==> src/rtl/mcu_scheduler.sv <==
// MCU scheduler: walks the MCU grid of a picture, issuing one MCU at a time when a camera strip
// and a downstream slot are both available, and tags each MCU with row/picture/restart flags.
module mcu_scheduler #(
    parameter int W_PW     = 11,
    parameter int W_PH     = 10,
    parameter int N_STRIPS = 2,
    parameter int N_DNBUF  = 4
) (
    input  logic                              clk,
    input  logic                              rst,
    input  logic                              enable,
    input  logic [1:0]                        mode,
    input  logic [W_PW:0]                     pic_width,
    input  logic [W_PH:0]                     pic_height,
    input  logic [15:0]                       restart_interval,
    input  logic                              frame_start,
    input  logic                              strip_ready,
    input  logic                              mcu_done,
    input  logic                              dn_release,
    output logic                              mcu_go,
    output logic [W_PW-3:0]                   mcu_col,
    output logic [W_PH-3:0]                   mcu_row,
    output logic                              last_in_row,
    output logic                              last_in_pic,
    output logic                              restart_f,
    output logic [2:0]                        rst_idx,
    output logic                              frame_done,
    output logic                              err_overrun,
    output logic                              err_geom,
    output logic                              err_abort,
    output logic [1:0]                        dbg_state,
    output logic [$clog2(N_STRIPS+1)-1:0]     dbg_strips,
    output logic [$clog2(N_DNBUF+1)-1:0]      dbg_credits
);

    localparam int CW  = W_PW - 1;   // column count (one more bit than the column index)
    localparam int RW  = W_PH - 1;
    localparam int PCW = W_PW - 2;
    localparam int PRW = W_PH - 2;
    localparam int SW  = $clog2(N_STRIPS + 1);
    localparam int DW  = $clog2(N_DNBUF + 1);
    localparam logic [SW-1:0] STRIPS_MAX = SW'(N_STRIPS);
    localparam logic [DW-1:0] DN_MAX     = DW'(N_DNBUF);

    typedef enum logic [1:0] {
        S_IDLE = 2'd0,
        S_WAIT = 2'd1,
        S_BUSY = 2'd2
    } state_t;

    state_t          state_q, state_d;
    logic [CW-1:0]   cols_q, cols_d, cols_new;
    logic [RW-1:0]   rows_q, rows_d, rows_new;
    logic            geom_bad_q, geom_bad_d;
    logic [PCW-1:0]  col_q, col_d;
    logic [PRW-1:0]  row_q, row_d;
    logic [SW-1:0]   strips_q, strips_d;
    logic [DW-1:0]   credits_q, credits_d;
    logic [15:0]     cnt_q, cnt_d;
    logic [2:0]      rst_idx_q, rst_idx_d;
    logic            abort_q, abort_d;
    logic            mcu_go_q, mcu_go_d;
    logic [PCW-1:0]  mcu_col_q, mcu_col_d;
    logic [PRW-1:0]  mcu_row_q, mcu_row_d;
    logic            lir_q, lir_d, lip_q, lip_d;
    logic            restart_f_q, restart_f_d;
    logic [2:0]      rst_idx_o_q, rst_idx_o_d;
    logic            frame_done_q, frame_done_d;
    logic            err_overrun_q, err_overrun_d;
    logic            err_geom_q, err_geom_d;
    logic            err_abort_q, err_abort_d;

    logic [W_PW+1:0] w_sum;
    logic [W_PH+1:0] h_sum;
    logic            geom_ok, at_last_col, at_last_row;
    logic            launch, done, aborting, adv, row_end, clear_run;

    always_comb begin
        w_sum = {1'b0, pic_width} + ((mode == 2'd0) ? (W_PW+2)'(7) : (W_PW+2)'(15));
        h_sum = {1'b0, pic_height} + ((mode == 2'd2) ? (W_PH+2)'(15) : (W_PH+2)'(7));
        cols_new = (mode == 2'd0) ? CW'(w_sum >> 3) : CW'(w_sum >> 4);
        rows_new = (mode == 2'd2) ? RW'(h_sum >> 4) : RW'(h_sum >> 3);
    end

    assign geom_ok     = (mode != 2'd3) && (pic_width != '0) && (pic_height != '0);
    assign at_last_col = ({1'b0, col_q} == cols_q - CW'(1));
    assign at_last_row = ({1'b0, row_q} == rows_q - RW'(1));
    assign launch      = (state_q == S_WAIT) && enable && (strips_q != '0) && (credits_q != '0)
                         && !frame_start;
    assign done        = (state_q == S_BUSY) && mcu_done;
    assign aborting    = abort_q || frame_start;
    assign adv         = done && !aborting;
    assign row_end     = adv && at_last_col;
    assign clear_run   = frame_start && (state_q != S_IDLE);

    always_comb begin
        state_d       = state_q;
        cols_d        = cols_q;
        rows_d        = rows_q;
        geom_bad_d    = geom_bad_q;
        col_d         = col_q;
        row_d         = row_q;
        strips_d      = strips_q;
        credits_d     = credits_q;
        cnt_d         = cnt_q;
        rst_idx_d     = rst_idx_q;
        abort_d       = abort_q;
        mcu_go_d      = 1'b0;
        mcu_col_d     = mcu_col_q;
        mcu_row_d     = mcu_row_q;
        lir_d         = 1'b0;
        lip_d         = 1'b0;
        restart_f_d   = 1'b0;
        rst_idx_o_d   = 3'd0;
        frame_done_d  = 1'b0;
        err_overrun_d = err_overrun_q;
        err_geom_d    = err_geom_q;
        err_abort_d   = err_abort_q;

        if (launch) begin
            state_d   = S_BUSY;
            mcu_go_d  = 1'b1;
            mcu_col_d = col_q;
            mcu_row_d = row_q;
            lir_d     = at_last_col;
            lip_d     = at_last_col && at_last_row;
            // cnt_q is zero only before MCU 0, so a nonzero interval never marks the first MCU
            if ((restart_interval != 16'd0) && (cnt_q == restart_interval)) begin
                restart_f_d = 1'b1;
                rst_idx_o_d = rst_idx_q;
                rst_idx_d   = rst_idx_q + 3'd1;
                cnt_d       = 16'd1;
            end else begin
                cnt_d = cnt_q + 16'd1;
            end
        end

        if (done) begin
            if (aborting) begin
                abort_d = 1'b0;
                state_d = geom_bad_q ? S_IDLE : S_WAIT;
            end else if (at_last_col && at_last_row) begin
                state_d      = S_IDLE;
                frame_done_d = 1'b1;
            end else begin
                state_d = S_WAIT;
            end
        end

        if (adv) begin
            if (at_last_col) begin
                col_d = '0;
                row_d = at_last_row ? '0 : row_q + PRW'(1);
            end else begin
                col_d = col_q + PCW'(1);
            end
        end

        if (!clear_run) begin
            if (strip_ready && !row_end) begin
                if (strips_q == STRIPS_MAX) err_overrun_d = 1'b1;
                else                        strips_d = strips_q + SW'(1);
            end else if (row_end && !strip_ready && (strips_q != '0)) begin
                strips_d = strips_q - SW'(1);
            end
        end

        if (launch && !dn_release) begin
            credits_d = credits_q - DW'(1);
        end else if (!launch && dn_release && (credits_q != DN_MAX)) begin
            credits_d = credits_q + DW'(1);
        end

        if (frame_start) begin
            cols_d     = cols_new;
            rows_d     = rows_new;
            geom_bad_d = !geom_ok;
            col_d      = '0;
            row_d      = '0;
            cnt_d      = 16'd0;
            rst_idx_d  = 3'd0;
            if (!geom_ok) err_geom_d = 1'b1;
            if (clear_run) begin
                err_abort_d = 1'b1;
                strips_d    = '0;
            end
            case (state_q)
                S_IDLE:  state_d = geom_ok ? S_WAIT : S_IDLE;
                S_WAIT:  state_d = geom_ok ? S_WAIT : S_IDLE;
                // an MCU is still in flight: its mcu_done closes the aborted frame
                S_BUSY: begin
                    abort_d = !mcu_done;
                    if (mcu_done) state_d = geom_ok ? S_WAIT : S_IDLE;
                    else          state_d = S_BUSY;
                end
                default: state_d = S_IDLE;
            endcase
        end
    end

    always_ff @(posedge clk) begin
        if (rst) begin
            state_q       <= S_IDLE;
            cols_q        <= '0;
            rows_q        <= '0;
            geom_bad_q    <= 1'b0;
            col_q         <= '0;
            row_q         <= '0;
            strips_q      <= '0;
            credits_q     <= DN_MAX;
            cnt_q         <= 16'd0;
            rst_idx_q     <= 3'd0;
            abort_q       <= 1'b0;
            mcu_go_q      <= 1'b0;
            mcu_col_q     <= '0;
            mcu_row_q     <= '0;
            lir_q         <= 1'b0;
            lip_q         <= 1'b0;
            restart_f_q   <= 1'b0;
            rst_idx_o_q   <= 3'd0;
            frame_done_q  <= 1'b0;
            err_overrun_q <= 1'b0;
            err_geom_q    <= 1'b0;
            err_abort_q   <= 1'b0;
        end else begin
            state_q       <= state_d;
            cols_q        <= cols_d;
            rows_q        <= rows_d;
            geom_bad_q    <= geom_bad_d;
            col_q         <= col_d;
            row_q         <= row_d;
            strips_q      <= strips_d;
            credits_q     <= credits_d;
            cnt_q         <= cnt_d;
            rst_idx_q     <= rst_idx_d;
            abort_q       <= abort_d;
            mcu_go_q      <= mcu_go_d;
            mcu_col_q     <= mcu_col_d;
            mcu_row_q     <= mcu_row_d;
            lir_q         <= lir_d;
            lip_q         <= lip_d;
            restart_f_q   <= restart_f_d;
            rst_idx_o_q   <= rst_idx_o_d;
            frame_done_q  <= frame_done_d;
            err_overrun_q <= err_overrun_d;
            err_geom_q    <= err_geom_d;
            err_abort_q   <= err_abort_d;
        end
    end

    assign mcu_go      = mcu_go_q;
    assign mcu_col     = mcu_col_q;
    assign mcu_row     = mcu_row_q;
    assign last_in_row = lir_q;
    assign last_in_pic = lip_q;
    assign restart_f   = restart_f_q;
    assign rst_idx     = rst_idx_o_q;
    assign frame_done  = frame_done_q;
    assign err_overrun = err_overrun_q;
    assign err_geom    = err_geom_q;
    assign err_abort   = err_abort_q;
    assign dbg_state   = state_q;
    assign dbg_strips  = strips_q;
    assign dbg_credits = credits_q;

endmodule

==> config.mk <==
export PLATFORM = sky130hd
export DESIGN_NAME = mcu_scheduler
export DESIGN_NICKNAME = d
export VERILOG_FILES = /design/src/rtl/mcu_scheduler.sv
export SDC_FILE = /design/constraint.sdc
export NUM_CORES = 1
export LEC_CHECK = 0
export BUFFER_PORTS_ARGS = -buffer_cell sky130_fd_sc_hd__buf_2
export CORE_MARGIN = 10
export CORE_UTILIZATION = 40
export DETAILED_ROUTE_END_ITERATION = 6
export GPL_TIMING_DRIVEN = 0
export PLACE_DENSITY = 0.67
export RECOVER_POWER = 25
export SETUP_SLACK_MARGIN = 0.4
export SLEW_MARGIN = 0
export SYNTH_ARGS = -nofsm -noshare
export SYNTH_HDL_FRONTEND = slang
export SYNTH_SLANG_ARGS = --single-unit
==> constraint.sdc <==
create_clock -name clk -period 3 [get_ports clk]
set_input_delay 0.6 -clock clk [delete_from_list [all_inputs] [get_ports clk]]
set_output_delay 0.6 -clock clk [all_outputs]
set_load 0.1 [all_outputs]
==> results_dict.tcl, run 1 <==
set metrics [dict create \
    hold_viol 0 \
    holdPathStages 2 \
    top_usage_layer "met2" \
    ctsHoldBuffers 0 \
    async_reset_ff_share_pct 0 \
    syn_avg_cell_area_um2 7.68 \
    clock-sinks 92 \
    syn_inst 694 \
    synthAdderAreaFrac_pct 2.96 \
    clk_path_buf_depth 2 \
    path_depth 10 \
    fin_crit_sh_pct 86.2 \
    worst_slack_ps 415 \
    numPortBuffers 78 \
    grt_max_degree 18 \
    crit_type "register to register" \
    wl_per_cell_um 14.8 \
    cp.arrival_ps 2830 \
    rows 42 \
    worst_pin_slew_ps 1260 \
    die_y_um 135 \
    synth_top_family_by_area "simple AND/OR/NAND/NOR gates" \
    relSlewSlack_pct 16.2 \
    htree_levels 3 \
    cts_buffers 9 \
    setup_viol 0 \
    rsz0062_at_grt "true" \
    synth-seq-cells 92 \
    status "completed" \
    synth_area_leaders "dfxtp_1 (35%), nand2_1 (7.1%), nor2_1 (5.6%)" \
    core_um2 13100 \
    crit_required_ps 3250 \
    cp_num_buf_inv 2 \
    fin_skew_ps 8.71 \
    grt_usage_pct 15.5 \
    crit_path_top_delay_cell "fa_2" \
    synthesis.area_um2 5330 \
    grt_first_pass_wirelength_mm 23.6 \
    drc_errors 0 \
    crit_chain "inv_4 > ha_4 > nor4bb_4 > a21boi_0 > nand2_2 > nor2_4 > inv_2 > fa_2 > o311a_1 > a211o_1" \
    dp_slack_ps -113 \
    maxCapViolations 0 \
    drive_gt1_share_pct 15.5 \
    synth-main-ff-cell "dfxtp_1" \
    drt_iter0_drc 377 \
    crit_path_end_kind "register" \
    grt_pass1_vias 4770 \
    synth_mux_area_share_pct 0.563 \
    die_w_um 135 \
    antenna_found_initial 0 \
    synth_fp_nets 754 \
    die_area_um2 18300 \
    start_kind "register" \
    place.gp.congestion 0.831 \
    finalCriticalPeriod_ps 2590 \
    grt_use_met2_pct 23.8 \
    fmax_ghz 0.387 \
    critPathMaxStageDelay_ps 390 \
    grt_use_met3_pct 5.23 \
    vias 5224 \
    dp_hpwl_mm 10.7 \
    cts_tree "built" \
    drtPass1Iterations 5 \
    yosys_warnings 0 \
    slew_violations 0 \
    synth_edf_count 0 \
    yosys.cell_types.count 66 \
    start_util_pct 40.6 \
    min_path_type "register to register" \
    rr_worst_depth 10 \
    fin_setup_tns_ps 0 \
    drtAntennaViolNets 0 \
    synth_top_area_share_pct 34.5 \
    yosysTopAreaCell "dfxtp_1" \
    final_nets 849 \
    synth_compound_area_share_pct 18.3 \
    ys_seq_area_share_pct 34.5 \
    crit_path_max_fanout 4 \
    finalWirelength_mm 14.3 \
    synthXorXnorAreaFrac_pct 9.50 \
    clkSlewWorstSetupHoldPaths_ps 70 \
    gr-total-overflow 0 \
    clock_latency_ps 350 \
    grt_use_met1_pct 20.6 \
    power.density_nw_per_um2 443 \
    antenna_cells 0 \
    path_delay_family "compound AO/OA/AOI/OAI gates" \
    leakage_nw 2.30 \
    cts_root_buffer "clkbuf_16" \
    avgViaCountPerCell 5.39 \
    yosys.area_share.simple_pct 29.3 \
    ios 83 \
    area_growth_pct 19.7 \
    peakVddDrop_mv 0.280 \
]
sequential cells by signal, summed over array words and instances (netlist names), 2 cells and up, named ones only:
name / cells
cnt_q: 16
cols_q: 10
col_q: 9
mcu_col: 9
rows_q: 9
mcu_row: 8
row_q: 8
dbg_credits: 3
rst_idx: 3
rst_idx_q: 3
dbg_state: 2
dbg_strips: 2
what timing repair did:
action | 4_1_cts | 5_1_grt
buffers inserted | 1 | 5
endpoints found under the setup margin | 6 | 25
resized for setup | 2 | 23
pin swaps | 0 | 6
where the power goes:
| group | switching (W) | leakage [nW] | internal, W | total, W |
|---|---|---|---|---|
| combinational | 0.000276 | 1.41 | 0.000174 | 0.000450 |
| clock | 0.000524 | 0.138 | 0.000575 | 0.00110 |
| sequential | 0.0000347 | 0.749 | 0.00125 | 0.00128 |
| total | 0.000835 | 2.30 | 0.00199 | 0.00283 |
cell families after synthesis:
family,after synthesis
muxes,3
buffers and inverters,61
and+or+nand+nor,320
AOI/OAI and AO/OA,149
xor gates and xnor gates,57
DFF,92
adders and majority gates,12
cells in the final DEF, fill, tap and decap left out, drive strengths merged, types with 12 or more instances in the layout:
cell,synthesis,layout
xnor2,28,28
o21ai,28,28
nor3,29,29
and3,12,12
nand4,13,13
nand3,30,30
inv,25,28
buf,12,67
nor2,80,80
a31oi,12,12
xor2,29,29
nor4,19,19
clkbuf,24,62
a21oi,51,51
nand2,101,101
dfxtp,92,92
worst register-to-register path, stage by stage (launching register included):
cell      delay [ps]
dfxtp_4          370
inv_4             40
ha_4             170
nor4bb_4         320
a21boi_0         330
nand2_2          150
nor2_4           140
inv_2             60
fa_2             390
o311a_1          290
a211o_1          220
per-layer routing:
| metal | vias to the layer above | share of wire [%] |
|---|---|---|
| li1 | 2669 | - |
| met1 | 2388 | 48 |
| met2 | 155 | 44 |
| met3 | 12 | 7.8 |
| met4 | 0 | 0.84 |
| met5 | - | 0 |
Yosys cell counts, types with 4 or more instances:
library cell    n
nand3_1        30
or2_2           4
nand2_1       101
and3_1         12
o211ai_1       10
nor3_2          4
buf_2           5
inv_1          25
or3_1           5
ha_1           11
clkbuf_1       23
dfxtp_1        92
a31oi_1        12
nor2b_1         4
o21ai_0        28
nor3_1         25
nor2_1         80
nor4_1         16
xor2_1         28
xnor2_1        28
nand4_1        13
o2111ai_1       6
a21oi_1        51
nand2b_1        7
layout make-up:
class	instances	area [µm²]
Tap cell	176	220
Timing Repair Buffer	84	410
Clock buffer	9	225
Clock inverter	7	58.8
Fill cell	1348	6760
Inverter	25	98.8
Multi-Input combinational cell	541	3320
Buffer	36	186
Sequential cell	92	1860
metrics by stage:
stage	cell area, µm²	instances	total power (W)	util (%)	hold WS (ps)
after global routing	6380	970	0.00295	48.6	476
after detailed placement	6010	948	0.00174	45.7	445
after global placement	6010	948	0.00173	45.7	440
after CTS	6300	965	0.00283	48.0	455
after floorplan	5400	694	0.00162	-	446
final	6380	970	0.00283	48.6	450
path summary, 6_finish.rpt:
kind / start / slack [ps] / endpoint
setup / recovery: dbg_strips[0] / 410 / dbg_credits[2]
hold / removal: err_abort / 450 / err_abort
setup reg to reg: dbg_strips[0] / 410 / dbg_credits[2]
hold reg to reg: err_abort / 450 / err_abort
No activity file was read; power rests on OpenSTA's default activity.
==> run 2, diff against run 1 <==
Settings changed: CAP_MARGIN set to 15, CELL_PAD_IN_SITES_DETAIL_PLACEMENT set to 2, CELL_PAD_IN_SITES_GLOBAL_PLACEMENT set to 2, CORE_UTILIZATION 40 to 33, PLACE_DENSITY 0.67 to 0.87.
==> run 2 against run 1 <==
Against the previous run: maximum frequency is 0.77% higher; core utilization is 7.1 points lower; via count is 8.8% higher; global-route usage rose by 3.4 points; combinational power grew 14%; worst hold slack improved by 20 ps; die area rose by 18%; setup slack improved by 20 ps; final area rose by 3.3%; sequential share of layout area down 0.85 points; critical path type unchanged; largest cell class unchanged.
==> results_dict.tcl, run 2 (synthesis gave the netlist of run 1 again) <==
set metrics [dict create \
    vias 5685 \
    htree_levels 3 \
    antenna_cells 0 \
    largest-register "cnt_q" \
    stdcell_count 1020 \
    finalWirelength_mm 21.5 \
    top_usage_layer "met2" \
    hold_viol 0 \
    drtPass1Iterations 6 \
    holdPathStages 2 \
    antenna_found_initial 0 \
    clock_latency_ps 350 \
    grt_usage_pct 18.9 \
    switching_share_pct 29.2 \
    rsz0062_at_grt "true" \
    numPortBuffers 78 \
    intPower_w 0.00213 \
    power.density_nw_per_um2 456 \
    min_to "mcu_row[0]" \
    fin_crit_sh_pct 85.5 \
    avgViaCountPerCell 5.57 \
    crit_path_max_fanout 4 \
    crit_path_end_kind "register" \
    cts_buffers 9 \
    rows 46 \
    drive_gt1_share_pct 17.8 \
    finalCriticalPeriod_ps 2570 \
    grt_use_met1_pct 22.4 \
    leakage_nw 2.37 \
    power.share.clock_pct 40.3 \
    rr_worst_depth 11 \
    area_growth_pct 23.7 \
    core_um2 15900 \
    worst_slack_ps 435 \
    drtAntennaViolNets 0 \
    wl_per_cell_um 21.1 \
    grt_max_degree 16 \
    slew_violations 0 \
    final_cell_area_um2 6590 \
    critPathMaxStageDelay_ps 560 \
    fin_skew_ps 10.9 \
    dp_slack_ps -230 \
    r2r_end "dbg_credits[1]" \
    relSlewSlack_pct 19.3 \
    reg_top3 "cnt_q x16, cols_q x10" \
    cts_root_buffer "clkbuf_16" \
    p_sw_w 0.000877 \
    min_path_type "register to register" \
    grt_use_met3_pct 3.10 \
    r2r_slack_ps 430 \
    clk_path_buf_depth 2 \
    ios 83 \
    crit_chain "inv_4 > ha_4 > nor4bb_4 > a21boi_4 > nand2_2 > nor2_4 > inv_2 > fa_2 > mux2i_1 > a21oi_1 > nor2_1" \
    die_w_um 147 \
    path_delay_family "adder cells" \
    die_area_um2 21600 \
    setup_viol 0 \
    drt_iter0_drc 246 \
    drc_errors 0 \
    dp_hpwl_mm 15.8 \
    cts_tree "built" \
    reg2reg_from "dbg_strips[0]" \
    final_cell_mix "nand2_1 (98), dfxtp_1 (81), nor2_1 (75)" \
    grt_pass1_vias 6149 \
    fin_util_pct 41.5 \
    start_kind "register" \
    largest_reg_flops 16 \
    numPlacedInstances 988 \
    fmax_ghz 0.390 \
    place.gp.congestion 0.816 \
    crit_path_top_delay_cell "fa_2" \
    total_power_w 0.00301 \
    grt_use_met2_pct 33.9 \
    seq_power_share_pct 42.6 \
    gr-total-overflow 0 \
    grt_first_pass_wirelength_mm 33.6 \
    cp_num_buf_inv 2 \
    clock-sinks 92 \
    hp-start "mcu_row[0]" \
    combPwrFrac_pct 17.1 \
    crit_required_ps 3210 \
    worst_pin_slew_ps 1220 \
    cp.arrival_ps 2780 \
    die_y_um 147 \
    crit_type "register to register" \
    start_util_pct 33.6 \
    clkSlewWorstSetupHoldPaths_ps 70 \
    maxCapViolations 0 \
    status "completed" \
    final_common_cell "nand2_1" \
    final_nets 860 \
    peakVddDrop_mv 0.272 \
    place_area_um2 6060 \
]
-- run 2: worst reg2reg max path, stage by stage, from the launching register on --
cell and delay (ps):
dfxtp_4 370, inv_4 50, ha_4 170, nor4bb_4 370, a21boi_4 270, nand2_2 110, nor2_4 120, inv_2 60
fa_2 560, mux2i_1 90, a21oi_1 180, nor2_1 70
-- run 2: cell type report --
cell class,instances,area (µm²)
fillers,1877,9290
multi-input cells,541,3380
flip-flops and latches,92,1870
repair buffers,95,479
well taps,216,270
clock buffers,11,254
plain buffers,36,183
inverters,25,98.8
clock inverters,4,55.1
-- run 2: metrics by stage --
stage	setup TNS (ps)	hold slack (ps)
after global routing	0	491
after CTS	0	471
after floorplan	0	446
after detailed placement	-924	460
after global placement	-306	446
final	0	470
-- run 2: power by group through the flow --
stage	Sequential, W	Combinational, W	Clock, W
floorplan	0.00134	0.000274	0
global placement	0.00131	0.000428	0
detailed placement	0.00131	0.000463	0
CTS	0.00128	0.000481	0.00124
global route	0.00129	0.000559	0.00129
finish	0.00128	0.000514	0.00121
-- run 2: timing repair --
item                                    in CTS  in global routing
endpoints found under the setup margin      23                 38
hold buffers                                 0                  0
pin swaps                                    3                 12
gates resized for setup                     12                 31
setup buffers                                2                 15
-- run 2: how the worst max path moves through the flow --
stage	from	to	slack, ps	cells after the start
floorplan	dbg_strips[0]	dbg_credits[2]	390	10
global placement	mode[1]	cols_q[8]	-120	9
detailed placement	mode[1]	cols_q[7]	-230	10
CTS	mode[0]	rows_q[6]	400	10
global route	cols_q[1]	dbg_strips[0]	310	11
finish	dbg_strips[0]	dbg_credits[1]	430	11
-- run 2: layer usage --
| layer | wire length (µm) | vias up |
|---|---|---|
| met4 | 430 | 0 |
| met2 | 11100 | 125 |
| met5 | 0 | - |
| met1 | 9300 | 2857 |
| li1 | - | 2671 |
| met3 | 642 | 32 |
==> run 3, diff against run 2 <==
Settings changed: BUFFER_PORTS_ARGS -buffer_cell sky130_fd_sc_hd__buf_2 to unset, CORE_UTILIZATION 33 to 37, DONT_BUFFER_PORTS set to 1.
==> run 3 against run 2 <==
Against the previous run: register-to-register slack worse by 260 ps; core utilization increased by 3.1 points; clock-buffer cell count fell by 1; total power down 3.3%; non-clock buffer count decreased by 75.
==> results_dict.tcl, run 3 (synthesis gave the netlist of run 1 again) <==
set metrics [dict create \
    status "completed" \
    dp_hpwl_mm 14.7 \
    grt_max_degree 17 \
    largest-register "cnt_q" \
    fin_skew_ps 13.1 \
    rr_worst_depth 11 \
    final_cell_mix "nand2_1 (98), dfxtp_1 (81), nor2_1 (75)" \
    drtAntennaViolNets 0 \
    ctsHoldBuffers 0 \
    largest_reg_flops 16 \
    cts_root_buffer "clkbuf_16" \
    r2r_end "dbg_credits[1]" \
    maxCapViolations 0 \
    grt_use_met2_pct 35.2 \
    drtPass1Iterations 5 \
    drt_iter0_drc 376 \
    start_kind "register" \
    peakVddDrop_mv 0.337 \
    clock-sinks 92 \
    power.density_nw_per_um2 466 \
    seq_power_share_pct 45.6 \
    cts_tree "built" \
    power.share.clock_pct 40.1 \
    vias 5587 \
    leakage_nw 2.15 \
    antenna_found_initial 0 \
    htree_levels 3 \
    rsz0062_at_grt "true" \
    holdPathStages 1 \
    core_um2 14000 \
    combPwrFrac_pct 14.3 \
    critPathMaxStageDelay_ps 580 \
    cp.arrival_ps 3040 \
    whs_ps 363 \
    die_area_um2 19600 \
    numPlacedInstances 874 \
    worst_pin_slew_ps 1060 \
    reg_top3 "cnt_q x16, cols_q x10" \
    reg2reg_from "dbg_strips[0]" \
    crit_chain "inv_4 > ha_4 > nor4bb_4 > a21boi_4 > nand2_2 > nor2_4 > inv_2 > fa_2 > mux2i_1 > a21oi_1 > nor2_1" \
    ios 83 \
    crit_required_ps 3220 \
    grt_usage_pct 20.8 \
    p_sw_w 0.000903 \
    relSlewSlack_pct 29.3 \
    grt_pass1_vias 5979 \
    place.gp.congestion 0.849 \
    top_usage_layer "met2" \
    final_nets 785 \
    r2r_slack_ps 180 \
    drc_errors 0 \
    avgViaCountPerCell 6.14 \
    stdcell_count 910 \
    finalWirelength_mm 23.3 \
    setup_viol 0 \
    switching_share_pct 31.1 \
    final_common_cell "nand2_1" \
    die_w_um 140 \
    intPower_w 0.00200 \
    crit_path_end_kind "register" \
    grt_use_met3_pct 5.65 \
    die_y_um 140 \
    clk_path_buf_depth 2 \
    fmax_ghz 0.354 \
    min_path_type "input port to register" \
    start_util_pct 38.1 \
    drive_gt1_share_pct 14.4 \
    fillers 1596 \
    clock_latency_ps 370 \
    clkSlewWorstSetupHoldPaths_ps 80 \
    crit_start "dbg_strips[0]" \
    grt_use_met1_pct 24.1 \
    grt_first_pass_wirelength_mm 33.3 \
    crit_end "dbg_credits[1]" \
    area_growth_pct 17.2 \
    fin_crit_sh_pct 94.1 \
    rows 43 \
    wl_per_cell_um 25.6 \
    cts_buffers 9 \
    crit_path_top_delay_cell "dfxtp_4" \
    crit_path_max_fanout 4 \
    finalCriticalPeriod_ps 2820 \
    crit_type "register to register" \
    fin_setup_tns_ps 0 \
    numPortBuffers 0 \
    slew_violations 0 \
    antenna_cells 0 \
    hold_viol 0 \
    gr-total-overflow 0 \
]
## run 3: worst max-delay path: cells and delay by family (launching register included)
family	cells	cell delay [ps]
mux	1	120
buf+inv	2	130
compound gates	2	480
fa+ha+maj	2	760
simple gates	4	610
flops	1	580
## run 3: worst min-delay path by stage
stage / start / endpoint / slack, ps
after floorplan: cols_q[9] / cols_q[9] / 450
after global placement: cols_q[9] / cols_q[9] / 470
after detailed placement: cols_q[9] / cols_q[9] / 480
after CTS: pic_width[10] / cols_q[7] / 360
after global routing: pic_width[10] / cols_q[7] / 370
final: pic_width[10] / cols_q[7] / 360
## run 3: area by class of cell
| cell class | count | area [µm²] | area share, % |
|---|---|---|---|
| Timing Repair Buffer | 20 | 150 | 2.40 |
| Multi-Input combinational cell | 541 | 3420 | 54.7 |
| Tap cell | 180 | 225 | 3.61 |
| Sequential cell | 92 | 1870 | 29.9 |
| Inverter | 25 | 98.8 | 1.58 |
| Buffer | 36 | 199 | 3.19 |
| Clock inverter | 6 | 47.5 | 0.761 |
| Clock buffer | 10 | 239 | 3.83 |
## run 3: metrics by stage
stage          util [%]  setup slack (ps)  cell area [µm²]  total power (W)
4_1_cts            43.4               324             6060          0.00287
5_1_grt            44.7               119             6250          0.00302
2_1_floorplan         -               391             5400          0.00162
6_report           44.7               178             6250          0.00291
3_5_place_dp       40.2              -198             5620          0.00171
3_3_place_gp       40.2              3.35             5620          0.00168
## run 3: power groups by stage
stage                     logic [W]  registers [W]  clock network, W
after global routing       0.000456        0.00133           0.00123
after floorplan            0.000274        0.00134                 0
after detailed placement   0.000356        0.00136                 0
after CTS                  0.000382        0.00133           0.00116
final                      0.000416        0.00133           0.00117
after global placement     0.000331        0.00135                 0
## run 3: per-layer routing
layer  part of all wire [%]  vias to the layer above
li1                       -                     2538
met1                     41                     2780
met2                     49                      214
met3                    6.9                       55
met4                    3.3                        0
met5                      0                        -
## run 3: what timing repair did
item / in CTS / in global routing
resized for setup: 19 / 31
pin swaps: 7 / 5
buffers inserted: 12 / 8
endpoints found under the setup margin: 39 / 52
